## src/rtl/matrix_loader.sv

```systemverilog
// Streams matrix A (MxK) then B (KxN), row-major, into operand banks and pulses start when complete.
// Optional in_last framing check enabled by defining MATRIX_LOADER_LAST_CHECK_EN.
module matrix_loader #(
    parameter int unsigned K          = 3,
    parameter int unsigned N          = 3,
    parameter int unsigned M          = 3,
    parameter int unsigned DATA_WIDTH = 8
) (
    input  logic                         clk,
    input  logic                         rst,
    input  logic                         in_valid,
    output logic                         in_ready,
    input  logic [DATA_WIDTH-1:0]        in_data,
    input  logic                         in_last,
    input  logic                         reload,
    output logic [M*K*DATA_WIDTH-1:0]    a_flat,
    output logic [K*N*DATA_WIDTH-1:0]    b_flat,
    output logic                         start,
    output logic                         loaded,
    output logic                         frame_err
);

    localparam int unsigned A_N     = M * K;
    localparam int unsigned B_N     = K * N;
    localparam int unsigned MAX_MK  = (M > K) ? M : K;
    localparam int unsigned MAX_D   = (MAX_MK > N) ? MAX_MK : N;
    localparam int unsigned CNT_W   = (MAX_D > 1) ? $clog2(MAX_D) : 1;
    localparam int unsigned A_IDX_W = (A_N > 1) ? $clog2(A_N) : 1;
    localparam int unsigned B_IDX_W = (B_N > 1) ? $clog2(B_N) : 1;

    typedef enum logic [1:0] {
        LOAD_A = 2'd0,
        LOAD_B = 2'd1,
        DONE   = 2'd2
    } state_t;

    state_t                r_state;
    logic [CNT_W-1:0]      r_row;
    logic [CNT_W-1:0]      r_col;
    logic [DATA_WIDTH-1:0] r_a [A_N];
    logic [DATA_WIDTH-1:0] r_b [B_N];
    logic                  r_start;
    logic                  r_loaded;

    logic                  w_xfer;
    logic                  w_a_col_end;
    logic                  w_a_row_end;
    logic                  w_b_col_end;
    logic                  w_b_row_end;
    logic                  w_last_b;
    logic                  w_frame_bad;
    logic [A_IDX_W-1:0]    w_a_idx;
    logic [B_IDX_W-1:0]    w_b_idx;

    assign in_ready    = (r_state != DONE);
    assign w_xfer      = in_valid && in_ready;
    assign w_a_col_end = (r_col == CNT_W'(K - 1));
    assign w_a_row_end = (r_row == CNT_W'(M - 1));
    assign w_b_col_end = (r_col == CNT_W'(N - 1));
    assign w_b_row_end = (r_row == CNT_W'(K - 1));
    assign w_last_b    = w_b_col_end && w_b_row_end;

    // Multiplies by constant row strides only; no dividers on the address path.
    assign w_a_idx = A_IDX_W'(r_row) * A_IDX_W'(K) + A_IDX_W'(r_col);
    assign w_b_idx = B_IDX_W'(r_row) * B_IDX_W'(N) + B_IDX_W'(r_col);

`ifdef MATRIX_LOADER_LAST_CHECK_EN
    logic r_frame_err;

    // in_last must be set exactly on the final B element.
    assign w_frame_bad = (r_state == LOAD_A) ? in_last : (in_last ^ w_last_b);
    assign frame_err   = r_frame_err;

    always_ff @(posedge clk or posedge rst) begin
        if (rst) begin
            r_frame_err <= 1'b0;
        end else if (reload) begin
            r_frame_err <= 1'b0;
        end else if (w_xfer && w_frame_bad) begin
            r_frame_err <= 1'b1;
        end
    end
`else
    logic w_unused_last;

    assign w_unused_last = in_last;
    assign w_frame_bad   = 1'b0;
    assign frame_err     = 1'b0;
`endif

    // Loader FSM, counters and operand banks.
    always_ff @(posedge clk or posedge rst) begin
        if (rst) begin
            r_state  <= LOAD_A;
            r_row    <= '0;
            r_col    <= '0;
            r_start  <= 1'b0;
            r_loaded <= 1'b0;
            for (int i = 0; i < int'(A_N); i++) r_a[i] <= '0;
            for (int i = 0; i < int'(B_N); i++) r_b[i] <= '0;
        end else begin
            r_start <= 1'b0;
            if (reload) begin
                r_state  <= LOAD_A;
                r_row    <= '0;
                r_col    <= '0;
                r_loaded <= 1'b0;
            end else if (w_xfer && w_frame_bad) begin
                r_state <= LOAD_A;
                r_row   <= '0;
                r_col   <= '0;
            end else if (w_xfer) begin
                case (r_state)
                    LOAD_A: begin
                        r_a[w_a_idx] <= in_data;
                        if (w_a_col_end) begin
                            r_col <= '0;
                            if (w_a_row_end) begin
                                r_row   <= '0;
                                r_state <= LOAD_B;
                            end else begin
                                r_row <= r_row + CNT_W'(1);
                            end
                        end else begin
                            r_col <= r_col + CNT_W'(1);
                        end
                    end
                    LOAD_B: begin
                        r_b[w_b_idx] <= in_data;
                        if (w_b_col_end) begin
                            r_col <= '0;
                            if (w_b_row_end) begin
                                r_row    <= '0;
                                r_state  <= DONE;
                                r_start  <= 1'b1;
                                r_loaded <= 1'b1;
                            end else begin
                                r_row <= r_row + CNT_W'(1);
                            end
                        end else begin
                            r_col <= r_col + CNT_W'(1);
                        end
                    end
                    default: ;
                endcase
            end
        end
    end

    assign start  = r_start;
    assign loaded = r_loaded;

    genvar gi;
    generate
        for (gi = 0; gi < int'(A_N); gi++) begin : g_a_flat
            assign a_flat[gi*DATA_WIDTH +: DATA_WIDTH] = r_a[gi];
        end
        for (gi = 0; gi < int'(B_N); gi++) begin : g_b_flat
            assign b_flat[gi*DATA_WIDTH +: DATA_WIDTH] = r_b[gi];
        end
    endgenerate

endmodule

```

## config.mk

```make
export PLATFORM = sky130hd
export DESIGN_NAME = matrix_loader
export DESIGN_NICKNAME = d
export VERILOG_FILES = /design/src/rtl/matrix_loader.sv
export SDC_FILE = /design/constraint.sdc
export NUM_CORES = 1
export LEC_CHECK = 0
export ABC_CLOCK_PERIOD_IN_PS = 5650
export BUFFER_PORTS_ARGS = -buffer_cell sky130_fd_sc_hd__buf_4
export CAP_MARGIN = 40
export CORE_UTILIZATION = 45
export CTS_CLUSTER_DIAMETER = 200
export DETAILED_ROUTE_END_ITERATION = 6
export PLACE_DENSITY = 0.67
export SLEW_MARGIN = 5
export SYNTH_ARGS = -nofsm -noshare
export SYNTH_HDL_FRONTEND = slang
export SYNTH_SLANG_ARGS = --single-unit
```

## constraint.sdc

```tcl
create_clock -name clk -period 5.65 [get_ports clk]
set_input_delay 0.565 -clock clk [delete_from_list [all_inputs] [get_ports clk]]
set_output_delay 0.565 -clock clk [all_outputs]
set_load 0.03 [all_outputs]
```

==> results of run 1 <==
worst reg2reg max path, cell delays in order, from the launching register on:
cell and delay, ns:
sky130_fd_sc_hd__dfrtp_1 0.45, sky130_fd_sc_hd__fa_1 0.51, sky130_fd_sc_hd__ha_1 0.23, sky130_fd_sc_hd__fa_1 0.59, sky130_fd_sc_hd__and4bb_1 0.54, sky130_fd_sc_hd__nand4_2 0.39
sky130_fd_sc_hd__mux2_2 0.40
per-layer routing:
| layer | wire, µm | global-route usage [%] |
|---|---|---|
| met3 | 981 | 7.90 |
| met2 | 6910 | 33.9 |
| met4 | 159 | 6.88 |
| met5 | 0 | 0 |
| met1 | 6200 | 27.9 |
where the power goes:
group	internal (W)	total [W]	switching (W)
registers	0.00116	0.00120	0.0000388
logic	0.000148	0.000396	0.000248
clock network	0.000663	0.00112	0.000453
total	0.00197	0.00271	0.000739
cells by family after synthesis:
logic type / share of synthesized area, %
compound gates: 0.387
mux: 27.9
flops: 61.9
other cells: 0.0610
buf+inv: 2.08
fa+ha+maj: 1.67
simple gates: 6.01
final cells by class:
| cell class | instances | area share, % |
|---|---|---|
| inverter | 4 | 0.248 |
| multi-input combinational | 200 | 27.4 |
| clock buffer | 18 | 5.44 |
| sequential | 152 | 47.1 |
| tap | 176 | 2.73 |
| timing repair buffer | 161 | 15.2 |
| clock inverter | 14 | 1.86 |
metrics by stage:
stage / area, µm² / util [%] / hold slack, ns
2_1_floorplan: 6140 / - / 0.546
3_3_place_gp: 7460 / 56.1 / 0.477
3_5_place_dp: 7480 / 56.3 / 0.485
4_1_cts: 8070 / 60.7 / 0.291
5_1_grt: 8070 / 60.7 / 0.327
6_report: 8070 / 60.7 / 0.271
how the worst max path moves through the flow:
stage          cells past startpoint      from  slack [ns]          to
4_1_cts                            6  r_row[0]        2.36  a_flat[59]
2_1_floorplan                      1       rst        0.99   a_flat[0]
3_3_place_gp                       6  r_row[0]        2.51  a_flat[56]
3_5_place_dp                       6  r_row[0]        2.43  a_flat[59]
5_1_grt                            6  r_row[0]        2.25  a_flat[60]
6_report                           6  r_row[0]        2.43  a_flat[59]
flip-flops by register name, indices dropped and copies added, names as in the netlist:
signal and flops:
a_flat 72, b_flat 72, loaded 1, r_col 2
r_row 2, r_state 2, start 1
cell usage after synthesis, types with 3 or more instances:
| library cell | instances |
|---|---|
| sky130_fd_sc_hd__dfrtp_1 | 152 |
| sky130_fd_sc_hd__ha_1 | 5 |
| sky130_fd_sc_hd__clkbuf_1 | 8 |
| sky130_fd_sc_hd__nand2_1 | 4 |
| sky130_fd_sc_hd__mux2_2 | 129 |
| sky130_fd_sc_hd__nand3_2 | 12 |
| sky130_fd_sc_hd__nor2b_1 | 3 |
| sky130_fd_sc_hd__buf_2 | 5 |
| sky130_fd_sc_hd__nor2_1 | 4 |
| sky130_fd_sc_hd__inv_1 | 4 |
| sky130_fd_sc_hd__mux2_4 | 16 |
==> impl_metrics.csv, run 1 <==
group,metric,value,unit
setup_path,worst_setup_path_start_kind,"register",
clock_network,cts_htree_levels,4,
setup_path,cp_cell_sequence,"fa_1, ha_1, fa_1, and4bb_1, nand4_2, mux2_2",
clock_network,cts_tree,"built",
floorplanning,total_die_area,0.0141,mm²
logic_synthesis,netlist_area,0.00614,mm²
routing,detail_route.vias_per_cell,5.09,
final_layout,layout-drive-gt1-share,65.8,%
placed_design,dp.final_hpwl,9.64,mm
clock_network,clock-root-buffer,"sky130_fd_sc_hd__clkbuf_16",
sta,max_freq,310,MHz
power_and_ir_drop,static-leakage-power,4.27,nW
sta,finalCritPeriodShare,57.1,%
setup_path,worstReg2RegStart,"r_row[0]",
routing,detailroute.via_count,3691,
logic_synthesis,synth_warnings,0,
global_route,grt_max_degree,83,
global_route,wire_length_of_the_first_global_routing_pass,22.7,mm
setup_path,timing.critical_path.fanout_max,8,
logic_synthesis,yosys-top-cells-area,"sky130_fd_sc_hd__dfrtp_1 62%, sky130_fd_sc_hd__mux2_2 24%, sky130_fd_sc_hd__mux2_4 3.9%, sky130_fd_sc_hd__nand3_2 2.0%, sky130_fd_sc_hd__ha_1 1.0%",
global_route,grt_antenna_before_repair,0,
clock_network,holdBufCountCts,0,
sta,fin_setup_tns,0,ns
placed_design,port_buffers,158,
clock_network,cts_resized,0,
power_and_ir_drop,powerDensity,335,mW/mm²
setup_path,ff2ff_path_depth,6,
flow_run,max_cap_viol_count,0,
logic_synthesis,synthDominantCellAreaShare,61.9,%
routing,ant_nets,0,
final_layout,multi_input_area,0.00221,mm²
placed_design,place_ws,2.43,ns
floorplanning,die-height,119,µm
worst_hold_path,holdCritPathClass,"in -> async",
routing,drt_wl_total,14.3,mm
floorplanning,die_w,119,µm
clock_network,clk_pin_slew,0.07,ns
placed_design,dp_cells,693,
setup_path,worst_path_max_delay_cell,"sky130_fd_sc_hd__fa_1",
final_layout,layout.cells.most_common_list,"160 x sky130_fd_sc_hd__buf_4, 152 x sky130_fd_sc_hd__dfrtp_1, 129 x sky130_fd_sc_hd__mux2_2, 17 x sky130_fd_sc_hd__clkbuf_16, 16 x sky130_fd_sc_hd__mux2_4",
logic_synthesis,synth_largest_area_cell,"sky130_fd_sc_hd__dfrtp_1",
final_layout,net_count_reported_at_finish,556,
power_and_ir_drop,total_power,0.00271,W
routing,drt_first_iter_violations,201,
logic_synthesis,syn_area_per_cell,16.4,µm²
sta,setup_viol,0,
setup_path,crit_path_end_kind,"register",
clock_network,cts.sinks,152,
final_layout,synthesis_to_layout_area_growth,31.4,%
sta,period_needed,3.22,ns
sta,tightest_slew,0.811,ns
logic_synthesis,synth_async_sr_flop_share,100,%
setup_path,critical_path.n_buffers_inverters,0,
power_and_ir_drop,vdd_drop_max,0.198,mV
sta,max-slew-margin-rel,45.8,%
placed_design,place_congestion,0.721,
routing,drt_pass1_iterations,4,
sta,timing.final.max_slew_violations,0,
setup_path,crit_required,5.96,ns
clock_network,cts_made_buffers,17,
clock_network,clk_path_buf_depth,2,
setup_path,cp_common_cell,"sky130_fd_sc_hd__fa_1",
setup_path,worstReg2RegEnd,"a_flat[59]",
final_layout,most_common_library_cell_in_the_layout_ignoring_fill_and_taps,"sky130_fd_sc_hd__buf_4",
logic_synthesis,postSynthNetCount,394,
setup_path,critPathKind,"reg -> reg",
routing,routedWlPerCell,19.7,µm
setup_path,regToRegSetupSlack,2.43,ns
sta,finalHoldViolations,0,
sta,rsz0062_at_grt,"no",
final_layout,number_of_non_filler_instances_in_the_completed_layout,725,
setup_path,longest_individual_stage_delay_on_the_worst_path,0.59,ns
final_layout,fill_cells,1052,
floorplanning,fp-row-count,42,
global_route,grt_pass1_vias,3913,
clock_network,clkLatencyLatePin,0.42,ns
floorplanning,floorplan.core_area,0.0133,mm²
logic_synthesis,ys_dominant_reg_cell,"sky130_fd_sc_hd__dfrtp_1",
sta,timing.clock.skew,0.00951,ns
clock_network,postCtsSetupRepairBufs,0,
sta,setup_ws,2.43,ns
logic_synthesis,netlist_instances,374,
logic_synthesis,synth_enable_flop_cells,0,
logic_synthesis,post_synth_num_cell_types,36,
floorplanning,floorplan.initialDensity,46.2,%
final_layout,seqCellArea,0.00380,mm²
setup_path,worstPathArrival,3.53,ns
global_route,globalRoute.totalOverflow,0,
setup_path,path_delay_family,"adder cells",
floorplanning,io-pin-count,161,
global_route,grt_util_all_layers,21.6,%
logic_synthesis,synth_sequential_area_ratio,61.9,%
outcome,outcome,"complete, no violations",
logic_synthesis,synthesis_stage_register_bit_count,152,
routing,drc,0,
final_layout,antenna_cells,0,
Note: power is estimated with default switching activity, not from simulation.
==> run 2, diff against run 1 <==
ABC_CLOCK_PERIOD_IN_PS = 2900   (was 5650)
PLACE_DENSITY = 0.69   (was 0.67)
clock period = 2.9 ns   (was 5.65 ns; I/O delays follow)
==> run 2 against run 1 <==
Against the previous run:
- hold slack got worse by 0.16 ns
- largest power group unchanged
- first-iteration DRC count decreased by 12%
- cell count increased by 0.41%
- maximum frequency increased by 13%
- cell area is 1.7% higher
==> impl_metrics.csv, run 2 (synthesized netlist as in run 1, its figures left out) <==
group,metric,value,unit
global_route,globalRoute.totalOverflow,0,
sta,timing.clock.skew,0.00943,ns
final_layout,synthesis_to_layout_area_growth,33.7,%
final_layout,net_count_reported_at_finish,560,
power_and_ir_drop,total_power,0.00525,W
floorplanning,fp-row-count,42,
routing,drt_pass1_iterations,4,
power_and_ir_drop,power.share.sequential,44.3,%
global_route,wire_length_of_the_first_global_routing_pass,21.8,mm
setup_path,worst_setup_path_start_kind,"register",
clock_network,clock-root-buffer,"sky130_fd_sc_hd__clkbuf_16",
routing,detailroute.via_count,3742,
routing,drt_wl_total,13.8,mm
setup_path,worstPathArrival,3.16,ns
final_layout,most_common_library_cell_in_the_layout_ignoring_fill_and_taps,"sky130_fd_sc_hd__buf_4",
global_route,grt_util_all_layers,20.8,%
setup_path,cp_num_cells,7,
sta,timing.final.max_slew_violations,0,
placed_design,place_congestion,0.743,
clock_network,clk_path_buf_depth,2,
global_route,grt_antenna_before_repair,0,
power_and_ir_drop,vdd_drop_max,0.385,mV
sta,fin_hold_ws,0.111,ns
final_layout,antenna_cells,0,
setup_path,timing.critical_path.fanout_max,8,
final_layout,postLayoutCoreUtil,61.8,%
placed_design,dp.final_hpwl,9.25,mm
power_and_ir_drop,comb_power_share,14.8,%
sta,setup_viol,0,
clock_network,clkLatencyLatePin,0.42,ns
floorplanning,floorplan.core_area,0.0133,mm²
power_and_ir_drop,powerDensity,640,mW/mm²
sta,max-slew-margin-rel,21.2,%
global_route,grt_max_degree,153,
power_and_ir_drop,share_clk_of_total_power,40.9,%
routing,ant_nets,0,
worst_hold_path,holdCritPathClass,"in -> async",
clock_network,cts.sinks,152,
routing,detail_route.vias_per_cell,5.14,
sta,finalCritPeriodShare,98.8,%
clock_network,cts_tree,"built",
setup_path,critical_path.n_buffers_inverters,1,
floorplanning,die-height,119,µm
global_route,grt_pass1_vias,3800,
setup_path,longest_individual_stage_delay_on_the_worst_path,0.56,ns
power_and_ir_drop,switching_portion_of_total_power,26.2,%
sta,fin_setup_tns,0,ns
flow_run,max_cap_viol_count,0,
sta,period_needed,2.87,ns
setup_path,worst_path_max_delay_cell,"sky130_fd_sc_hd__fa_1",
placed_design,port_buffers,158,
floorplanning,floorplan.initialDensity,46.2,%
setup_path,critPathKind,"reg -> reg",
setup_path,path_delay_family,"adder cells",
setup_path,ff2ff_path_depth,7,
floorplanning,die_w,119,µm
routing,routedWlPerCell,19.0,µm
floorplanning,io-pin-count,161,
power_and_ir_drop,netSwitchingPower,0.00138,W
sta,finalHoldViolations,0,
routing,drc,0,
power_and_ir_drop,static-leakage-power,4.29,nW
sta,rsz0062_at_grt,"yes",
outcome,outcome,"complete, no violations",
setup_path,crit_required,3.20,ns
setup_path,cp_cell_sequence,"fa_1, ha_2, fa_2, buf_4, nor4b_4, nand3_4, mux2_2",
setup_path,crit_path_end_kind,"register",
power_and_ir_drop,internal_power,0.00388,W
sta,tightest_slew,1.18,ns
routing,drt_first_iter_violations,177,
final_layout,fill_cells,1090,
final_layout,layout.cells.most_common_list,"162 x sky130_fd_sc_hd__buf_4, 152 x sky130_fd_sc_hd__dfrtp_1, 128 x sky130_fd_sc_hd__mux2_2, 17 x sky130_fd_sc_hd__mux2_4, 17 x sky130_fd_sc_hd__clkbuf_16",
sta,max_freq,349,MHz
clock_network,clk_pin_slew,0.06,ns
final_layout,layout-drive-gt1-share,65.9,%
floorplanning,total_die_area,0.0141,mm²
clock_network,cts_made_buffers,17,
clock_network,cts_htree_levels,4,
[run 2: changes by cell type in the layout (fill, tap and decap cells not counted), sizes merged]
| cell | before | now |
|---|---|---|
| clkinvlp | 3 | 1 |
| clkinv | 8 | 4 |
| inv | 5 | 3 |
| buf | 161 | 165 |
| clkbuf | 18 | 25 |
[run 2: worst reg2reg max path, delay by kind of cell (launching register included)]
kind | cells | cell delay (ns)
buffers and inverters | 1 | 0.16
DFF | 1 | 0.40
adders and majority gates | 3 | 1.21
and+or+nand+nor | 2 | 0.60
muxes | 1 | 0.36
[run 2: final cells by class]
cell class / count / area [µm²] / area share [%]
Clock buffer: 25 / 485 / 5.91
Clock inverter: 6 / 91.3 / 1.11
Inverter: 4 / 18.8 / 0.229
Multi-Input combinational cell: 200 / 2330 / 28.4
Sequential cell: 152 / 3800 / 46.3
Tap cell: 176 / 220 / 2.68
Timing Repair Buffer: 165 / 1260 / 15.3
[run 2: power groups by stage]
stage	combinational, W	clock, W	sequential [W]
final	0.000777	0.00215	0.00233
after floorplan	0.000202	0	0.00262
after detailed placement	0.000772	0	0.00237
after CTS	0.000774	0.00219	0.00233
after global placement	0.000765	0	0.00236
after global routing	0.000820	0.00228	0.00235
[run 2: worst paths after layout]
check	start	endpoint	slack, ns
max	r_row[1]	b_flat[67]	0.03
min	rst	start	0.11
max reg2reg	r_row[1]	b_flat[67]	0.03
min reg2reg	loaded	loaded	0.50
max in group asynchronous	rst	a_flat[8]	2.20
min in group clk	reload	r_state[1]	0.12
[run 2: per-stage QoR]
step	worst slack [ns]	cells	cell area, µm²
2_1_floorplan	0.0924	374	6150
3_3_place_gp	0.0247	696	7500
3_5_place_dp	-0.0355	696	7500
4_1_cts	-0.0338	727	8090
5_1_grt	-0.0458	728	8210
6_report	0.0335	728	8210
[run 2: timing repair]
action,CTS,global route
endpoints found under the setup margin,29,114
hold buffers,0,0
buffers inserted,0,1
gates resized for setup,2,20
pin swaps,0,4
hold endpoints to repair,0,0
[run 2: per-layer routing]
metal | global-route usage, % | up-vias | wire (µm)
li1 | - | 1671 | -
met1 | 27.1 | 1937 | 6140
met2 | 31.4 | 115 | 6420
met3 | 8.24 | 19 | 1080
met4 | 7.44 | 0 | 206
met5 | 0 | - | 0
==> run 3, diff against run 2 <==
--- a/config.mk
+++ b/config.mk
@@ -9,4 +9,5 @@
 export BUFFER_PORTS_ARGS = -buffer_cell sky130_fd_sc_hd__buf_4
 export CAP_MARGIN = 40
+export CORE_MARGIN = 2
 export CORE_UTILIZATION = 45
 export CTS_CLUSTER_DIAMETER = 200
==> constraint.sdc (replaced) <==
create_clock -name clk -period 2.9 [get_ports clk]
set_input_delay 0.29 -clock clk [delete_from_list [all_inputs] [get_ports clk]]
set_output_delay 0.29 -clock clk [all_outputs]
set_load 0.02 [all_outputs]
==> run 3 against run 2 <==
Against the previous run:
- combinational power shrank 15%
- sequential share of layout area grew 0.14 points
- via count shrank 0.37%
- flip-flop and latch count is the same
- clock power grew 12%
- non-clock buffer count shrank 1
- power grew 2.9%
- maximum frequency grew 1.5%
- global-route usage shrank 0.31 points
- critical path type unchanged
==> impl_metrics.csv, run 3 (synthesized netlist as in run 1, its figures left out) <==
group,metric,value,unit
outcome,outcome,"complete, no violations",
sta,timing.final.max_slew_violations,0,
clock_network,clkLatencyLatePin,0.42,ns
setup_path,critPathKind,"reg -> reg",
floorplanning,floorplan.core_area,0.0133,mm²
floorplanning,fp-row-count,42,
clock_network,clock-root-buffer,"sky130_fd_sc_hd__clkbuf_16",
floorplanning,die_w,121,µm
sta,setup_viol,0,
setup_path,worstReg2RegEnd,"a_flat[53]",
sta,max_freq,354,MHz
clock_network,clk_pin_slew,0.06,ns
final_layout,layout.cells.most_common_list,"162 x sky130_fd_sc_hd__buf_4, 151 x sky130_fd_sc_hd__dfrtp_1, 128 x sky130_fd_sc_hd__mux2_2, 17 x sky130_fd_sc_hd__mux2_4, 17 x sky130_fd_sc_hd__clkbuf_16",
power_and_ir_drop,switching_portion_of_total_power,24.8,%
sta,fin_hold_ws,0.0297,ns
placed_design,dp.final_hpwl,9.60,mm
global_route,globalRoute.totalOverflow,0,
worst_hold_path,holdCritPathClass,"in -> async",
final_layout,net_count_reported_at_finish,559,
setup_path,worstPathArrival,3.13,ns
final_layout,antenna_cells,0,
power_and_ir_drop,static-leakage-power,4.30,nW
sta,timing.clock.skew,0.00636,ns
global_route,grt_util_all_layers,20.4,%
global_route,grt_pass1_vias,3893,
sta,finalHoldViolations,0,
global_route,grt_antenna_before_repair,0,
routing,drt_wl_total,14.2,mm
sta,period_needed,2.82,ns
clock_network,cts_tree,"built",
sta,tightest_slew,1.11,ns
setup_path,crit_required,3.20,ns
final_layout,layout-drive-gt1-share,66.5,%
final_layout,most_common_library_cell_in_the_layout_ignoring_fill_and_taps,"sky130_fd_sc_hd__buf_4",
setup_path,regToRegSetupSlack,0.08,ns
routing,drt_pass1_iterations,4,
placed_design,port_buffers,158,
power_and_ir_drop,total_power,0.00541,W
setup_path,worst_setup_path_start_kind,"register",
floorplanning,die-height,121,µm
routing,detailroute.via_count,3728,
sta,finalCritPeriodShare,97.3,%
global_route,grt_max_degree,153,
power_and_ir_drop,comb_power_share,12.3,%
setup_path,worstReg2RegStart,"r_row[0]",
clock_network,cts.sinks,152,
power_and_ir_drop,internal_power,0.00407,W
floorplanning,total_die_area,0.0146,mm²
routing,drc,0,
setup_path,crit_path_end_kind,"register",
power_and_ir_drop,power.share.sequential,43.1,%
floorplanning,floorplan.initialDensity,46.2,%
routing,detail_route.vias_per_cell,5.12,
clock_network,clk_path_buf_depth,2,
setup_path,timing.critical_path.fanout_max,8,
global_route,wire_length_of_the_first_global_routing_pass,22.2,mm
sta,max-slew-margin-rel,25.9,%
placed_design,place_congestion,0.792,
flow_run,max_cap_viol_count,0,
clock_network,cts_htree_levels,4,
floorplanning,io-pin-count,161,
power_and_ir_drop,vdd_drop_max,0.408,mV
sta,setup_ws,0.0771,ns
setup_path,ff2ff_path_depth,7,
sta,rsz0062_at_grt,"yes",
routing,routedWlPerCell,19.5,µm
power_and_ir_drop,netSwitchingPower,0.00134,W
final_layout,synthesis_to_layout_area_growth,33.3,%
routing,ant_nets,0,
placed_design,place_ws,0.0135,ns
power_and_ir_drop,powerDensity,660,mW/mm²
final_layout,fill_cells,1021,
clock_network,cts_made_buffers,17,
power_and_ir_drop,share_clk_of_total_power,44.6,%
routing,drt_first_iter_violations,161,
[run 3: changes by cell type in the layout (fill, tap and decap cells not counted), moves of 3 or more]
| cell | previous run | this run |
|---|---|---|
| sky130_fd_sc_hd__nand3_2 | 0 | 8 |
| sky130_fd_sc_hd__clkinvlp_4 | 1 | 5 |
| sky130_fd_sc_hd__bufinv_16 | 2 | 5 |
| sky130_fd_sc_hd__clkbuf_1 | 5 | 0 |
| sky130_fd_sc_hd__clkbuf_8 | 3 | 0 |
| sky130_fd_sc_hd__nand3_4 | 12 | 4 |
[run 3: layer usage]
metal | GRT usage, % | share of wire, % | routed length [µm] | vias up
met5 | 0 | 0 | 0 | -
met2 | 30.9 | 47 | 6680 | 114
met4 | 5.89 | 1.1 | 153 | 0
met1 | 27.3 | 44 | 6290 | 1947
met3 | 8.21 | 7.5 | 1070 | 13
li1 | - | - | - | 1654
[run 3: worst max path at each step]
| stage | from | endpoint | slack (ns) | cells past startpoint |
|---|---|---|---|---|
| after detailed placement | r_row[0] | b_flat[50] | 0.01 | 7 |
| after CTS | r_row[0] | b_flat[50] | 0.004 | 7 |
| after global routing | r_row[0] | b_flat[2] | -0.03 | 7 |
| after floorplan | r_row[0] | b_flat[24] | 0.09 | 8 |
| after global placement | r_row[0] | b_flat[18] | 0.05 | 7 |
| final | r_row[0] | a_flat[53] | 0.08 | 7 |
[run 3: what timing repair did]
action                                  in CTS  in global routing
gates resized for setup                      0                  9
hold buffers                                 0                  0
buffers inserted                             0                  0
endpoints found under the hold margin        0                  0
endpoints found under the setup margin       0                 92
[run 3: power by group through the flow]
stage | sequential, W | combinational [W] | clock (W)
final | 0.00233 | 0.000664 | 0.00241
after global routing | 0.00234 | 0.000704 | 0.00255
after CTS | 0.00233 | 0.000671 | 0.00245
after detailed placement | 0.00237 | 0.000669 | 0
after global placement | 0.00236 | 0.000661 | 0
after floorplan | 0.00252 | 0.000202 | 0
[run 3: cell type report]
type | count | area (µm²) | area share (%)
clock buffer | 17 | 425 | 5.19
timing repair buffer | 164 | 1250 | 15.2
tap | 176 | 220 | 2.69
clock inverter | 15 | 225 | 2.75
multi-input combinational | 200 | 2250 | 27.5
inverter | 4 | 18.8 | 0.229
sequential | 152 | 3800 | 46.5
[run 3: per-stage QoR]
| step | util, % | TNS [ns] | area, µm² | std cells |
|---|---|---|---|---|
| finish | 61.6 | 0 | 8190 | 728 |
| global route | 61.6 | -0.712 | 8190 | 728 |
| CTS | 61.3 | 0 | 8150 | 728 |
| detailed placement | 56.4 | 0 | 7500 | 696 |
| global placement | 56.4 | 0 | 7500 | 696 |
| floorplan | - | 0 | 6150 | 374 |
[run 3: worst max-delay path, cell delays in order, from the launching register on]
cell and delay, ns:
sky130_fd_sc_hd__dfrtp_1 0.40, sky130_fd_sc_hd__fa_1 0.49, sky130_fd_sc_hd__ha_2 0.20, sky130_fd_sc_hd__fa_1 0.54
sky130_fd_sc_hd__and4bb_2 0.32, sky130_fd_sc_hd__buf_6 0.17, sky130_fd_sc_hd__nand3_2 0.23, sky130_fd_sc_hd__mux2_2 0.36
